## config.mk

```make
export PLATFORM = sky130hd
export DESIGN_NAME = cla_add_scheduler
export DESIGN_NICKNAME = d
export VERILOG_FILES = /design/src/rtl/cla_sched_pkg.sv /design/src/rtl/cla_add_scheduler_rr_arbiter.sv /design/src/rtl/cla_add_scheduler.sv
export SDC_FILE = /design/constraint.sdc
export NUM_CORES = 1
export LEC_CHECK = 0
export CORE_AREA = 2 2 332 334
export CTS_CLUSTER_SIZE = 24
export DETAILED_ROUTE_END_ITERATION = 8
export DIE_AREA = 0 0 334 336
export PLACE_DENSITY = 0.42
export REMOVE_ABC_BUFFERS = 1
export SLEW_MARGIN = 10
export SYNTH_ARGS = -nofsm -noshare
export SYNTH_HDL_FRONTEND = slang
export SYNTH_SLANG_ARGS = --single-unit
```

## constraint.sdc

```tcl
create_clock -name clk -period 2.1 [get_ports clk]
set_clock_uncertainty 0.1 [all_clocks]
set_input_delay 0.315 -clock clk [delete_from_list [all_inputs] [get_ports clk]]
set_output_delay 0.315 -clock clk [all_outputs]
set_load 0.01 [all_outputs]
```

## src/rtl/cla_sched_pkg.sv

```systemverilog
// rtl/cla_sched_pkg.sv - KPG carry characters and scheduler state encoding
package cla_sched_pkg;

  localparam logic [7:0] KPG_K = 8'h6B;
  localparam logic [7:0] KPG_G = 8'h67;
  localparam logic [7:0] KPG_P = 8'h70;

  typedef enum logic [1:0] {
    IDLE,
    LO,
    HI,
    RESP
  } state_t;

endpackage

```

## src/rtl/cla_add_scheduler_rr_arbiter.sv

```systemverilog
// rtl/cla_add_scheduler_rr_arbiter.sv - one-hot requester arbiter, rotating or fixed priority
module rr_arbiter #(
  parameter int NREQ = 2,
  parameter int RR = 1,
  localparam int IDW = (NREQ > 1) ? $clog2(NREQ) : 1
) (
  input  logic            clk,
  input  logic            rst,
  input  logic [NREQ-1:0] i_req,
  input  logic            i_advance,
  output logic [NREQ-1:0] o_grant,
  output logic [IDW-1:0]  o_grant_idx
);

  logic [IDW-1:0] r_last;
  int             w_start;
  int             w_j;

  // Scan from the highest offset down so the first requester after the start point wins.
  always_comb begin
    o_grant     = '0;
    o_grant_idx = '0;
    w_j         = 0;
    w_start     = (RR != 0) ? int'(r_last) + 1 : 0;
    for (int k = NREQ - 1; k >= 0; k--) begin
      w_j = w_start + k;
      if (w_j >= NREQ) w_j = w_j - NREQ;
      if (i_req[w_j]) begin
        o_grant      = '0;
        o_grant[w_j] = 1'b1;
        o_grant_idx  = IDW'(w_j);
      end
    end
  end

  always_ff @(posedge clk) begin
    if (rst) begin
      r_last <= IDW'(NREQ - 1);
    end else if (i_advance) begin
      r_last <= o_grant_idx;
    end
  end

endmodule

```

## src/rtl/cla_add_scheduler.sv

```systemverilog
// rtl/cla_add_scheduler.sv - shares one 64-bit KPG adder for narrow and two-pass wide add/sub
module cla_add_scheduler
  import cla_sched_pkg::*;
#(
  parameter int NREQ = 2,
  parameter int RR = 1,
  localparam int IDW = (NREQ > 1) ? $clog2(NREQ) : 1
) (
  input  logic                clk,
  input  logic                rst,
  input  logic [NREQ-1:0]     req_valid,
  output logic [NREQ-1:0]     req_ready,
  input  logic [NREQ*128-1:0] req_a,
  input  logic [NREQ*128-1:0] req_b,
  input  logic [NREQ-1:0]     req_wide,
  input  logic [NREQ-1:0]     req_sub,
  output logic                rsp_valid,
  input  logic                rsp_ready,
  output logic [IDW-1:0]      rsp_id,
  output logic [127:0]        rsp_sum,
  output logic                rsp_cout,
  output logic [63:0]         add_a,
  output logic [63:0]         add_b,
  output logic [7:0]          add_xin,
  input  logic [63:0]         add_sum,
  input  logic [7:0]          add_xout
);

  state_t         r_state;
  logic [127:0]   r_a;
  logic [127:0]   r_b;
  logic [127:0]   r_sum;
  logic           r_wide;
  logic           r_sub;
  logic           r_carry;
  logic [IDW-1:0] r_id;

  logic [NREQ-1:0] w_grant;
  logic [IDW-1:0]  w_grant_idx;
  logic            w_accept;
  logic            w_xcarry;
  logic [127:0]    w_sel_a;
  logic [127:0]    w_sel_b;
  logic            w_sel_wide;
  logic            w_sel_sub;

  rr_arbiter #(
    .NREQ(NREQ),
    .RR  (RR)
  ) u_arb (
    .clk        (clk),
    .rst        (rst),
    .i_req      (req_valid),
    .i_advance  (w_accept),
    .o_grant    (w_grant),
    .o_grant_idx(w_grant_idx)
  );

  assign req_ready = (r_state == IDLE) ? w_grant : '0;
  assign w_accept  = |(req_valid & req_ready);
  // Only a resolved generate counts as carry; propagate or kill both mean 0.
  assign w_xcarry  = (add_xout == KPG_G);

  assign rsp_valid = (r_state == RESP);
  assign rsp_sum   = r_sum;
  assign rsp_id    = r_id;
  assign rsp_cout  = r_carry;

  always_comb begin
    w_sel_a    = '0;
    w_sel_b    = '0;
    w_sel_wide = 1'b0;
    w_sel_sub  = 1'b0;
    for (int i = 0; i < NREQ; i++) begin
      if (w_grant[i]) begin
        w_sel_a    = req_a[128*i +: 128];
        w_sel_b    = req_b[128*i +: 128];
        w_sel_wide = req_wide[i];
        w_sel_sub  = req_sub[i];
      end
    end
  end

  // Subtraction is A + ~B + 1, the +1 entering as a generate on the low pass.
  always_comb begin
    add_a   = '0;
    add_b   = '0;
    add_xin = KPG_K;
    case (r_state)
      LO: begin
        add_a   = r_a[63:0];
        add_b   = r_sub ? ~r_b[63:0] : r_b[63:0];
        add_xin = r_sub ? KPG_G : KPG_K;
      end
      HI: begin
        add_a   = r_a[127:64];
        add_b   = r_sub ? ~r_b[127:64] : r_b[127:64];
        add_xin = r_carry ? KPG_G : KPG_K;
      end
      default: ;
    endcase
  end

  always_ff @(posedge clk) begin
    if (rst) begin
      r_state <= IDLE;
      r_a     <= '0;
      r_b     <= '0;
      r_wide  <= 1'b0;
      r_sub   <= 1'b0;
      r_id    <= '0;
      r_sum   <= '0;
      r_carry <= 1'b0;
    end else begin
      case (r_state)
        IDLE: begin
          if (w_accept) begin
            r_a     <= w_sel_a;
            r_b     <= w_sel_b;
            r_wide  <= w_sel_wide;
            r_sub   <= w_sel_sub;
            r_id    <= w_grant_idx;
            r_state <= LO;
          end
        end
        LO: begin
          r_sum   <= {64'h0, add_sum};
          r_carry <= w_xcarry;
          r_state <= r_wide ? HI : RESP;
        end
        HI: begin
          r_sum[127:64] <= add_sum;
          r_carry       <= w_xcarry;
          r_state       <= RESP;
        end
        RESP: begin
          if (rsp_ready) r_state <= IDLE;
        end
        default: r_state <= IDLE;
      endcase
    end
  end

endmodule

```

Word level (Yosys, flattened, before mapping) --
Index checks and enable logic that the tools add are counted.
Word-level totals: bits in registers 391, logic and storage cells 74, output and inout port bits 269, bits of input ports 593
Operators by class: order comparisons 6, reductions and logical operators 8, multiplexer cells 37, add/subtract/negate cells 4, bitwise operators 3, equal/unequal tests 6
Operators with widths (count):
- $mux 128 | 4
- $pmux 64 s2 | 3
- $mux 64 | 2
- $not 64->64 | 2
- $ge 32x1->1 const B | 2
- $ge 32x3->1 const B | 2
- $lt 32x3->1 const B | 2
- $mux 32 | 2
- $sub 32x3->32 const B | 2
- $add 32x2->32 const B | 1
- $mux 1 | 15
- $mux 2 | 5
- $eq 8x7->1 const B | 1
- $mux 4 | 2
- $pmux 2 s4 | 1
- $pmux 4 s2 | 1
- $eq 2x2->1 const B | 2
- $ne 2x1->1 const B | 2
- $reduce_and 2->1 | 2
- $reduce_or 2->1 | 2
- $add 1x1->2 const B | 1
- $and 2x2->2 | 1
- $demux 1 s1 | 2
- $eq 2x1->1 const B | 1
- 3 further kinds | 4

Depth between registers and ports, before layout --
Gate-level depths: netlist of the first run.
depth after elaboration 15, gate-level depth with buffers 8, gate-level depth less buffers 5

By module --
From an unflattened synthesis of the first run, not the netlist that was laid out.
Second synthesis, totals: cells, all modules 2196, area total of the unflattened synthesis 19774.0 um^2
By module, submodules not included:
- cla_add_scheduler | area an instance 19712.7 um^2, times used 1, cells an instance 2189, sequential area each 7807.5 um^2
- rr_arbiter | area an instance 61.3 um^2, times used 1, cells an instance 7, sequential area each 20.0 um^2

Worst setup path after synthesis of the first run --
OpenSTA, ideal clock, no wires.
kind flip-flop to output port, start point register r_state[0], end point output add_a[0], slack 20 ps, arrival 1665 ps, path buffers 3, stages on the path, launching flop included 8, required time 1685 ps, cells stage by stage dfxtp_1 > inv_1 > ha_1 > and2_1 > clkbuf_1 > buf_2 > buf_4 > a22o_1
Between the ends: longest elaborated chain between the ends 2, elaborated cells on any way between the ends 3, classes of those cells eq/ne: 2; mux: 1
Ends and longest elaborated chain:
- start, declared | line cla_add_scheduler.sv:29 | state_t r_state;
- start signal, assigned | line cla_add_scheduler.sv:129 | r_state <= r_wide ? HI : RESP;
- $eq 2x2->1 or $eq 2x1->1 (tied branches) | line cla_add_scheduler.sv:89 | case (r_state)
- $pmux 64 s2 (*) | line cla_add_scheduler.sv:89
- end, declared | line cla_add_scheduler.sv:22 | output logic [63:0] add_a,
Mark *: on every way between the ends. The rest lies on a longest branch, timed or not.

Worst setup path in the final report of the first run --
start point register r_state[1], end point output add_a[49]
The elaborated chain is that of the path after synthesis.

==> impl_metrics.csv, run 1 <==
group,metric,value,unit
synthesis,synth_top_area_share,0.412,
worst_setup_path,start_kind,"flip-flop",
power_and_ir_drop,p_leak,12.0,nW
clocking,cts_buffer_depth,3,
final_layout,seqCellArea,0.00784,mm²
power_and_ir_drop,clockPowerShare,0.208,
power_and_ir_drop,swShare,0.399,
placement,numPortBuffers,855,
worst_setup_path,crit_chain,"inv_2 > buf_6 > ha_4 > and2_4 > buf_12 > buf_16 > buf_6 > a22o_1 > buf_2",
detailed_routing,routedWlPerCell,25.3,µm
worst_setup_path,crit_top_cell,"buf_6",
sta,worst_slew_pin_slew,0.495,ns
placement,dp.final_hpwl,81300,µm
clocking,numCtsBuffers,51,
clocking,cts-root-buf,"clkbuf_16",
floorplanning,die_h,336,µm
placement,gp_congestion,0.831,
sta,finalSetupViolCount,131,
worst_setup_path,reg2reg_from,"r_state[1]$_SDFFE_PP0P_",
worst_setup_path,crit_path_start,"r_state[1]$_SDFFE_PP0P_",
grt,grt_start_max_net_pins,88,
clocking,clk_pin_slew_worst_paths,0.06,ns
grt,grt.overflow.total,0,
clocking,h-tree-depth,2,
synthesis,synth_enable_flop_cells,0,
sta,slew_viol_final,0,
clocking,clk_latency,0.62,ns
worst_setup_path,worst_r2r_endpoint,"r_b[60]$_SDFFE_PP0P_",
synthesis,syn_area_per_cell,8.96,µm²
final_layout,finish.utilization,0.309,
floorplanning,die_area,0.112,mm²
floorplanning,rows,121,
detailed_routing,avgViaCountPerCell,4.71,
synthesis,ys.flop_type,"dfxtp_1",
worst_setup_path,reg2reg_depth,10,
worst_setup_path,slowest_stage,"dfxtp_2",
placement,place_inst,4342,
grt,grt.total_usage,0.191,
detailed_routing,vias,21200,
sta,rsz0062_at_grt,"true",
synthesis,ys_seq_area_frac,0.412,
worst_setup_path,crit_end,"add_a[49]",
floorplanning,chipWidth,334,µm
run,drv_cap,0,
final_layout,fin_cells,4501,
synthesis,synthArstFlopShare,0,
final_layout,final_common_cell,"clkdlybuf4s50_1",
detailed_routing,drc,0,
final_layout,drive_gt1_frac,0.210,
sta,hold_viol,0,
detailed_routing,postRouteAntennaNets,0,
worst_setup_path,slowest_delay,0.35,ns
clocking,cts_sinks,391,
placement,dpl_cell_area,0.0302,mm²
floorplanning,core_area,0.108,mm²
power_and_ir_drop,ir_drop,0.802,mV
grt,grt_pass1_vias,21300,
power_and_ir_drop,power_density,1360,mW/mm²
synthesis,yosysWarnings,0,
detailed_routing,routed_wl,114000,µm
final_layout,fin_nets,3633,
floorplanning,start_util,0.175,
synthesis,synthesis.area,0.0190,mm²
final_layout,syn_to_final_growth,76.1,%
worst_setup_path,arrival,2.29,ns
final_layout,multiInputGateArea,0.0105,mm²
sta,slew_headroom,0.668,
worst_setup_path,crit_fanout,7,
power_and_ir_drop,p_seq_frac,0.255,
hold_path,hold_path_class,"input port to flip-flop",
power_and_ir_drop,pwr-share-comb,0.537,
synthesis,ys_top_cells_by_area,"dfxtp_1 (41%), nor3_1 (13%), o32ai_1 (11%)",
worst_setup_path,crit_type,"flip-flop to output pin",
hold_path,whs_path_depth,3,
sta,fin_crit,2.70,ns
power_and_ir_drop,p_switching,18.1,mW
clocking,cts_tree,"yes",
final_layout,final_cell_mix,"clkdlybuf4s50_1 (711), nor3_1 (491), dfxtp_1 (386), o32ai_1 (249), buf_4 (149)",
synthesis,synth_area_leader_cell,"dfxtp_1",
run_status,status,"complete, but fails checks",
sta,fmax,370,MHz
grt,antenna_found_initial,33,
worst_setup_path,crit_required,1.68,ns
grt,grt_pass1_wl,158000,µm
detailed_routing,drt-pass1-iter-count,5,
synthesis,yosys.cell_types.count,40,
floorplanning,io_pins,862,
sta,worst_slack,-0.604,ns
detailed_routing,drt-initial-drc-count,1219,
final_layout,fin_area,0.0334,mm²
power_and_ir_drop,finalPower,45.4,mW
synthesis,synth_cells,2119,
worst_setup_path,r2r_setup_slack,0.13,ns
final_layout,nFillCells,11500,
synthesis,ys_ff_latch,391,
worst_setup_path,end_kind,"output pin",
sta,min_period_over_period,1.29,
power_and_ir_drop,p_int,27.3,mW
run_status,violations,"setup timing",
-- cell usage after synthesis, types with 13 or more instances --
| cell type | number |
|---|---|
| a22o_1 | 65 |
| mux2i_1 | 65 |
| buf_4 | 35 |
| nor3_1 | 496 |
| buf_6 | 23 |
| a21oi_1 | 70 |
| and2_1 | 65 |
| o22ai_1 | 62 |
| nor3_2 | 20 |
| nor2_1 | 66 |
| buf_2 | 97 |
| o32ai_1 | 249 |
| xnor2_1 | 124 |
| dfxtp_1 | 391 |
| buf_1 | 13 |
| nand2b_1 | 67 |
| clkbuf_1 | 103 |
| nand3_1 | 64 |
-- layer usage --
metal | GRT usage | up-vias | routed length (µm)
met4 | 0.0468 | 24 | 2210
met2 | 0.323 | 856 | 55000
met3 | 0.0512 | 134 | 8750
met1 | 0.240 | 10300 | 47600
met5 | 0 | - | 161
li1 | - | 9847 | -
-- cell families after synthesis --
group,count (synthesis),share of synthesized area
AOI/OAI and AO/OA,465,0.196
buffers and inverters,277,0.0778
muxes,65,0.0343
xor gates and xnor gates,124,0.0572
DFF,391,0.412
and+or+nand+nor,790,0.219
other,2,0.000396
adders and majority gates,5,0.00329
-- worst min path at each step --
stage                                    startpoint                        end
after floorplan                                 rst        rsp_id$_SDFFE_PP0P_
after global placement    rsp_sum[124]$_SDFFE_PP0P_  rsp_sum[124]$_SDFFE_PP0P_
after detailed placement   rsp_sum[87]$_SDFFE_PP0P_   rsp_sum[87]$_SDFFE_PP0P_
after CTS                               add_sum[48]  rsp_sum[112]$_SDFFE_PP0P_
after global routing                    add_sum[29]   rsp_sum[93]$_SDFFE_PP0P_
final                                   add_sum[29]   rsp_sum[93]$_SDFFE_PP0P_
-- cell type report --
class	instances	area share
Antenna cell	13	0.000973
Clock buffer	77	0.0456
Clock inverter	15	0.00718
Inverter	5	0.00138
Multi-Input combinational cell	1455	0.315
Sequential cell	391	0.234
Tap cell	1414	0.0529
Timing Repair Buffer	1131	0.343
-- critical path: cells and delay by family (launching register included) --
kind,cells,cell delay [ns]
buffers and inverters,6,0.73
flip-flops,1,0.35
AO/OA/AOI/OAI,1,0.21
adder cells (fa/ha/maj),1,0.18
AND/OR/NAND/NOR,1,0.16
-- what timing repair did --
item | CTS | global route
hold buffers | 1 | 0
endpoints found under the hold margin | 17 | 0
cloned | 10 | 2
setup buffers | 17 | 33
resized for setup | 597 | 219
endpoints found under the setup margin | 202 | 153
pin swaps | 74 | 51
-- per-stage QoR --
step | worst slack [ns] | setup TNS [ns] | hold slack [ns]
finish | -0.604 | -62.74 | 0.188
floorplan | -3.83 | -1536.93 | 0.284
CTS | -0.678 | -77.97 | 0.134
global placement | -0.427 | -60.54 | 0.355
detailed placement | -0.470 | -63.01 | 0.358
global route | -0.681 | -74.62 | 0.170
-- sequential cells by signal, summed over array words and instances (netlist names) --
signal,flops
r_sub,1
u_arb.r_last,1
r_state,2
r_wide,1
rsp_id,1
r_a,128
rsp_sum,128
rsp_cout,1
r_b,128
-- power by group through the flow --
stage                     Combinational, mW  Clock (mW)  Sequential [mW]
after floorplan                        7.01           0             10.0
after global routing                   26.1        10.0             11.8
final                                  24.4        9.43             11.6
after global placement                 21.2           0             11.8
after CTS                              23.0        9.74             11.5
after detailed placement               21.1           0             11.6
Note: power is estimated with default switching activity, not from simulation.
==> run 2: changes to the inputs <==
--- a/config.mk
+++ b/config.mk
@@ -5,12 +5,13 @@
 export SDC_FILE = /design/constraint.sdc
 export NUM_CORES = 1
 export LEC_CHECK = 0
-export CORE_AREA = 2 2 332 334
+export CORE_AREA = 2 2 336 338
 export CTS_CLUSTER_SIZE = 24
 export DETAILED_ROUTE_END_ITERATION = 8
-export DIE_AREA = 0 0 334 336
-export PLACE_DENSITY = 0.42
+export DIE_AREA = 0 0 338 340
+export PLACE_DENSITY = 0.41
 export REMOVE_ABC_BUFFERS = 1
+export SETUP_SLACK_MARGIN = 0.5
 export SLEW_MARGIN = 10
 export SYNTH_ARGS = -nofsm -noshare
 export SYNTH_HDL_FRONTEND = slang
==> run 2 against run 1 <==
Compared with the run above:
- the flow still finishes with violations (setup timing)
- sequential cell count unchanged
- via count up 4.3%
- design area grew 12%
- fmax down 5.3%
- die area is 2.4% higher
- count of clock-buffer cells in the layout up 3
- combinational power increased by 34%
- routed wire length rose by 12%
- power rose by 18%
- non-clock buffer count increased by 126
- hold slack lost 0.15 ns
- setup slack got worse by 0.15 ns
- largest cell class unchanged
- largest power group unchanged
==> impl_metrics.csv, run 2 (synthesized netlist as in run 1, its figures left out) <==
group,metric,value,unit
run_status,status,"complete, but fails checks",
run_status,violations,"setup timing",
floorplanning,die_h,340,µm
detailed_routing,routedWlPerCell,27.0,µm
clocking,clk_pin_slew_worst_paths,0.06,ns
sta,rsz0062_at_grt,"true",
power_and_ir_drop,power_density,1430,mW/mm²
worst_setup_path,path_delay_family,"buffers and inverters",
power_and_ir_drop,p_int,32.3,mW
detailed_routing,drc,0,
detailed_routing,wl_met3,10300,µm
sta,slew_headroom,0.558,
detailed_routing,vias,22100,
worst_setup_path,crit_top_cell,"buf_12",
power_and_ir_drop,swShare,0.397,
placement,place_inst,4420,
clocking,cts_sinks,391,
clocking,postCtsHoldBufs,0,
placement,dpl_worst_slack,-0.499,ns
detailed_routing,drt-initial-drc-count,1208,
final_layout,nFillCells,11500,
final_layout,seqCellArea,0.00787,mm²
worst_setup_path,start_kind,"flip-flop",
clocking,clk_latency,0.62,ns
grt,grt.total_usage,0.193,
floorplanning,core_area,0.112,mm²
worst_setup_path,slowest_delay,0.33,ns
placement,numPortBuffers,855,
detailed_routing,highest_layer,"met5",
power_and_ir_drop,ir_drop,0.660,mV
sta,fmax,350,MHz
worst_setup_path,crit_fanout,4,
sta,fin_crit,2.85,ns
power_and_ir_drop,clockPowerShare,0.166,
sta,hold_viol,0,
final_layout,finish.utilization,0.335,
sta,whs,0.0405,ns
worst_setup_path,slowest_stage,"dfxtp_2",
final_layout,drive_gt1_frac,0.311,
final_layout,final_common_cell,"clkdlybuf4s50_1",
final_layout,multiInputGateArea,0.0122,mm²
power_and_ir_drop,p_leak,13.5,nW
final_layout,fin_cells,4718,
power_and_ir_drop,finalPower,53.5,mW
detailed_routing,routed_wl,127000,µm
floorplanning,die_area,0.115,mm²
placement,dp.final_hpwl,81900,µm
detailed_routing,postRouteAntennaNets,0,
floorplanning,rows,123,
worst_setup_path,crit_type,"flip-flop to output pin",
grt,antenna_found_initial,41,
detailed_routing,avgViaCountPerCell,4.69,
final_layout,fin_nets,3760,
grt,grt.overflow.total,0,
clocking,cts_buffer_depth,3,
sta,worst_slew_pin_slew,0.663,ns
grt,grt_start_max_net_pins,68,
clocking,cts_tree,"yes",
worst_setup_path,arrival,2.44,ns
final_layout,final_cell_mix,"clkdlybuf4s50_1 (674), nor3_1 (466), dfxtp_1 (368), buf_4 (174), o32ai_1 (168)",
floorplanning,start_util,0.170,
worst_setup_path,crit_chain,"buf_4 > ha_4 > and2_4 > buf_12 > buf_12 > buf_6 > buf_12 > a221oi_2 > a21oi_1 > buf_2",
worst_setup_path,crit_required,1.68,ns
clocking,cts-root-buf,"clkbuf_16",
power_and_ir_drop,p_seq_frac,0.221,
hold_path,hold_path_class,"input port to flip-flop",
grt,grt_pass1_vias,21600,
sta,worst_slack,-0.754,ns
worst_setup_path,end_kind,"output pin",
power_and_ir_drop,p_switching,21.2,mW
sta,min_period_over_period,1.36,
run,drv_cap,0,
floorplanning,chipWidth,338,µm
detailed_routing,wl_met2,61700,µm
floorplanning,io_pins,862,
clocking,h-tree-depth,2,
power_and_ir_drop,pwr-share-comb,0.613,
clocking,numCtsBuffers,52,
grt,grt_pass1_wl,161000,µm
final_layout,syn_to_final_growth,97.1,%
detailed_routing,drt-pass1-iter-count,5,
placement,gp_congestion,0.823,
detailed_routing,met1Wirelength,51800,µm
sta,finalSetupViolCount,155,
worst_setup_path,path_buf_inv,6,
sta,slew_viol_final,0,
-- run 2: layer usage --
metal  up-vias  track usage
li1      10100            -
met1     10900        0.237
met2       885        0.326
met3       176       0.0542
met4        32       0.0592
met5         -            0
-- run 2: power by group through the flow --
stage          registers (mW)  clock network (mW)  logic [mW]
3_5_place_dp             11.6                   0        21.0
5_1_grt                  12.0                9.45        34.6
3_3_place_gp             11.7                   0        21.1
4_1_cts                  11.5                9.14        25.7
6_report                 11.8                8.89        32.8
2_1_floorplan            10.0                   0        7.01
-- run 2: final timing paths --
kind | depth (start not counted) | to | start | slack (ns)
worst max register to register | 14 | rsp_sum[94]$_SDFFE_PP0P_ | r_state[0]$_SDFFE_PP0P_ | -0.25
worst min register to register | 2 | rsp_sum[105]$_SDFFE_PP0P_ | rsp_sum[105]$_SDFFE_PP0P_ | 0.36
worst max-delay path | 10 | add_b[0] | r_state[0]$_SDFFE_PP0P_ | -0.75
worst min-delay path | 2 | rsp_sum[26]$_SDFFE_PP0P_ | rst | 0.04
-- run 2: worst reg2reg max path, stage by stage (launching register included) --
cell and delay (ns):
dfxtp_2 0.35, inv_4 0.05, ha_4 0.25, buf_6 0.12, buf_12 0.11, buf_12 0.13, buf_8 0.14, buf_16 0.14
buf_12 0.13, buf_8 0.12, buf_12 0.14, buf_6 0.12, buf_12 0.13, nand2b_4 0.13, a21oi_2 0.11
-- run 2: repair_timing --
item,in CTS,in global routing
pin swaps,73,159
gates cloned,21,45
setup endpoints to repair,654,644
gates resized for setup,819,507
setup buffers,58,64
-- run 2: cell type report --
cell class / count / area share
Sequential cell: 391 / 0.210
Antenna cell: 20 / 0.00134
Inverter: 5 / 0.00130
Multi-Input combinational cell: 1455 / 0.325
Clock inverter: 10 / 0.00247
Clock buffer: 80 / 0.0414
Tap cell: 1500 / 0.0501
Timing Repair Buffer: 1257 / 0.368
-- run 2: stage by stage --
step / area, µm² / setup TNS [ns]
after global routing: 37400 / -99.84
after floorplan: 17500 / -1536.93
after global placement: 30300 / -74.23
after detailed placement: 30300 / -77.48
final: 37400 / -86.48
after CTS: 33600 / -94.64
==> run 3: changes to the inputs <==
--- a/config.mk
+++ b/config.mk
@@ -10,6 +10,7 @@
 export DETAILED_ROUTE_END_ITERATION = 8
 export DIE_AREA = 0 0 338 340
 export PLACE_DENSITY = 0.41
+export RECOVER_POWER = 100
 export REMOVE_ABC_BUFFERS = 1
 export SETUP_SLACK_MARGIN = 0.5
 export SLEW_MARGIN = 10
==> run 3 against run 2 <==
Compared with the run above:
- the run still ends with setup timing left
- routed wire length hardly changed
- combinational power hardly changed
- power is 0.26% lower
- sequential cell count stayed put
- utilization is 0.13 points lower
- hold slack worse by 0.00087 ns
- fmax hardly changed
- sequential power hardly changed
- non-clock buffer count stayed put
- sequential share of layout area hardly changed
- critical path type unchanged
- largest cell class unchanged
==> impl_metrics.csv, run 3 (synthesized netlist as in run 1, its figures left out) <==
group,metric,value,unit
final_layout,drive_gt1_frac,0.296,
worst_setup_path,slowest_delay,0.33,ns
clocking,cts_tree,"yes",
power_and_ir_drop,p_seq_frac,0.221,
floorplanning,die_area,0.115,mm²
hold_path,whs_path_depth,2,
grt,grt.overflow.total,0,
placement,gp_congestion,0.823,
final_layout,fin_cells,4716,
grt,grt_start_max_net_pins,68,
floorplanning,rows,123,
worst_setup_path,crit_top_cell,"buf_12",
final_layout,fin_area,0.0373,mm²
sta,slew_viol_final,0,
sta,whs,0.0397,ns
sta,setup_tns,-88.43,ns
final_layout,nFillCells,11500,
final_layout,seqCellArea,0.00786,mm²
worst_setup_path,start_kind,"flip-flop",
detailed_routing,drt-pass1-iter-count,4,
final_layout,fin_nets,3760,
floorplanning,die_h,340,µm
worst_setup_path,crit_required,1.68,ns
placement,place_inst,4420,
floorplanning,core_area,0.112,mm²
worst_setup_path,slowest_stage,"dfxtp_2",
grt,antenna_found_initial,41,
power_and_ir_drop,power_density,1430,mW/mm²
detailed_routing,drt-initial-drc-count,1196,
power_and_ir_drop,swShare,0.398,
detailed_routing,vias,22100,
final_layout,final_common_cell,"clkdlybuf4s50_1",
final_layout,final_cell_mix,"clkdlybuf4s50_1 (674), nor3_1 (466), dfxtp_1 (376), o32ai_1 (168), buf_4 (160)",
placement,dp.final_hpwl,81900,µm
power_and_ir_drop,p_int,32.1,mW
power_and_ir_drop,pwr-share-comb,0.612,
detailed_routing,routedWlPerCell,27.0,µm
sta,hold_viol,0,
floorplanning,io_pins,862,
power_and_ir_drop,p_switching,21.2,mW
worst_setup_path,reg2reg_depth,14,
clocking,cts_buffer_depth,3,
clocking,postCtsHoldBufs,0,
sta,worst_slew_pin_slew,0.689,ns
worst_setup_path,crit_fanout,4,
grt,grt_pass1_vias,21600,
final_layout,syn_to_final_growth,96.4,%
clocking,clk_latency,0.62,ns
detailed_routing,postRouteAntennaNets,0,
grt,grt.total_usage,0.193,
run_status,violations,"setup timing",
clocking,clk_pin_slew_worst_paths,0.06,ns
clocking,h-tree-depth,2,
worst_setup_path,arrival,2.44,ns
sta,slew_headroom,0.541,
sta,finalSetupViolCount,162,
clocking,cts_sinks,391,
hold_path,hold_path_class,"input port to flip-flop",
worst_setup_path,end_kind,"output pin",
sta,fin_crit,2.85,ns
run,drv_cap,0,
clocking,cts-root-buf,"clkbuf_16",
power_and_ir_drop,clockPowerShare,0.167,
detailed_routing,routed_wl,127000,µm
power_and_ir_drop,p_leak,13.3,nW
placement,dpl_cell_area,0.0303,mm²
final_layout,multiInputGateArea,0.0122,mm²
sta,rsz0062_at_grt,"true",
worst_setup_path,crit_type,"flip-flop to output pin",
sta,min_period_over_period,1.36,
floorplanning,start_util,0.170,
detailed_routing,drc,0,
sta,worst_slack,-0.753,ns
placement,numPortBuffers,855,
detailed_routing,avgViaCountPerCell,4.68,
run_status,status,"complete, but fails checks",
sta,fmax,350,MHz
power_and_ir_drop,ir_drop,0.660,mV
power_and_ir_drop,finalPower,53.3,mW
clocking,numCtsBuffers,52,
worst_setup_path,crit_chain,"buf_4 > ha_4 > and2_4 > buf_12 > buf_12 > buf_6 > buf_12 > a221oi_2 > a21oi_1 > buf_2",
grt,grt_pass1_wl,161000,µm
floorplanning,chipWidth,338,µm
==> run 3: cell types whose count changed in the layout (fill, tap and decap cells not counted) <==
cell / change
clkbuf_4: +3
buf_4: -14
buf_6: -3
dfxtp_4: -1
diode_2: -2
buf_2: -8
buf_12: -2
clkbuf_2: -16
clkbuf_1: +40
dfxtp_1: +8
dfxtp_2: -7
==> run 3: per-layer routing <==
metal | routed length, µm | share of wire | vias to the layer above | global-route usage
li1 | - | - | 10100 | -
met1 | 52200 | 0.41 | 10900 | 0.237
met2 | 61500 | 0.48 | 832 | 0.326
met3 | 10100 | 0.079 | 185 | 0.0542
met4 | 3510 | 0.028 | 34 | 0.0592
met5 | 195 | 0.0015 | - | 0
==> run 3: through the flow <==
stage                util  setup slack (ns)
finish              0.334            -0.753
global placement    0.271            -0.445
CTS                 0.301            -0.818
detailed placement  0.271            -0.499
global route        0.334            -0.836
floorplan               -             -3.83
==> run 3: path summary, 6_finish.rpt <==
check / end / slack [ns] / start
min: rsp_sum[26]$_SDFFE_PP0P_ / 0.04 / rst
min reg2reg: rsp_sum[119]$_SDFFE_PP0P_ / 0.37 / rsp_sum[119]$_SDFFE_PP0P_
max reg2reg: rsp_sum[94]$_SDFFE_PP0P_ / -0.25 / r_state[1]$_SDFFE_PP0P_
max: add_b[0] / -0.75 / r_state[0]$_SDFFE_PP0P_
==> run 3: critical path: cells and delay by family (launching register included) <==
family                   cells  cell delay (ns)
AO/OA/AOI/OAI                2             0.34
adder cells (fa/ha/maj)      1             0.17
buffers and inverters        6             0.81
flip-flops                   1             0.33
AND/OR/NAND/NOR              1             0.17
==> run 3: power by group through the flow <==
| stage | clock, mW | combinational [mW] | sequential [mW] |
|---|---|---|---|
| floorplan | 0 | 7.01 | 10.0 |
| global placement | 0 | 21.1 | 11.7 |
| detailed placement | 0 | 21.0 | 11.6 |
| CTS | 9.14 | 25.7 | 11.5 |
| global route | 9.45 | 34.5 | 12.0 |
| finish | 8.90 | 32.7 | 11.8 |
==> run 3: what timing repair did <==
item,CTS,global route
gates cloned,21,45
gates resized for setup,819,507
buffers inserted,58,64
pin swaps,73,159
endpoints found under the setup margin,654,644
==> run 3: layout make-up <==
| class | count | share of cell area |
|---|---|---|
| multi-input combinational | 1455 | 0.326 |
| clock buffer | 80 | 0.0415 |
| tap | 1500 | 0.0503 |
| sequential | 391 | 0.211 |
| timing repair buffer | 1257 | 0.366 |
| clock inverter | 10 | 0.00248 |
| antenna | 18 | 0.00121 |
| inverter | 5 | 0.00131 |
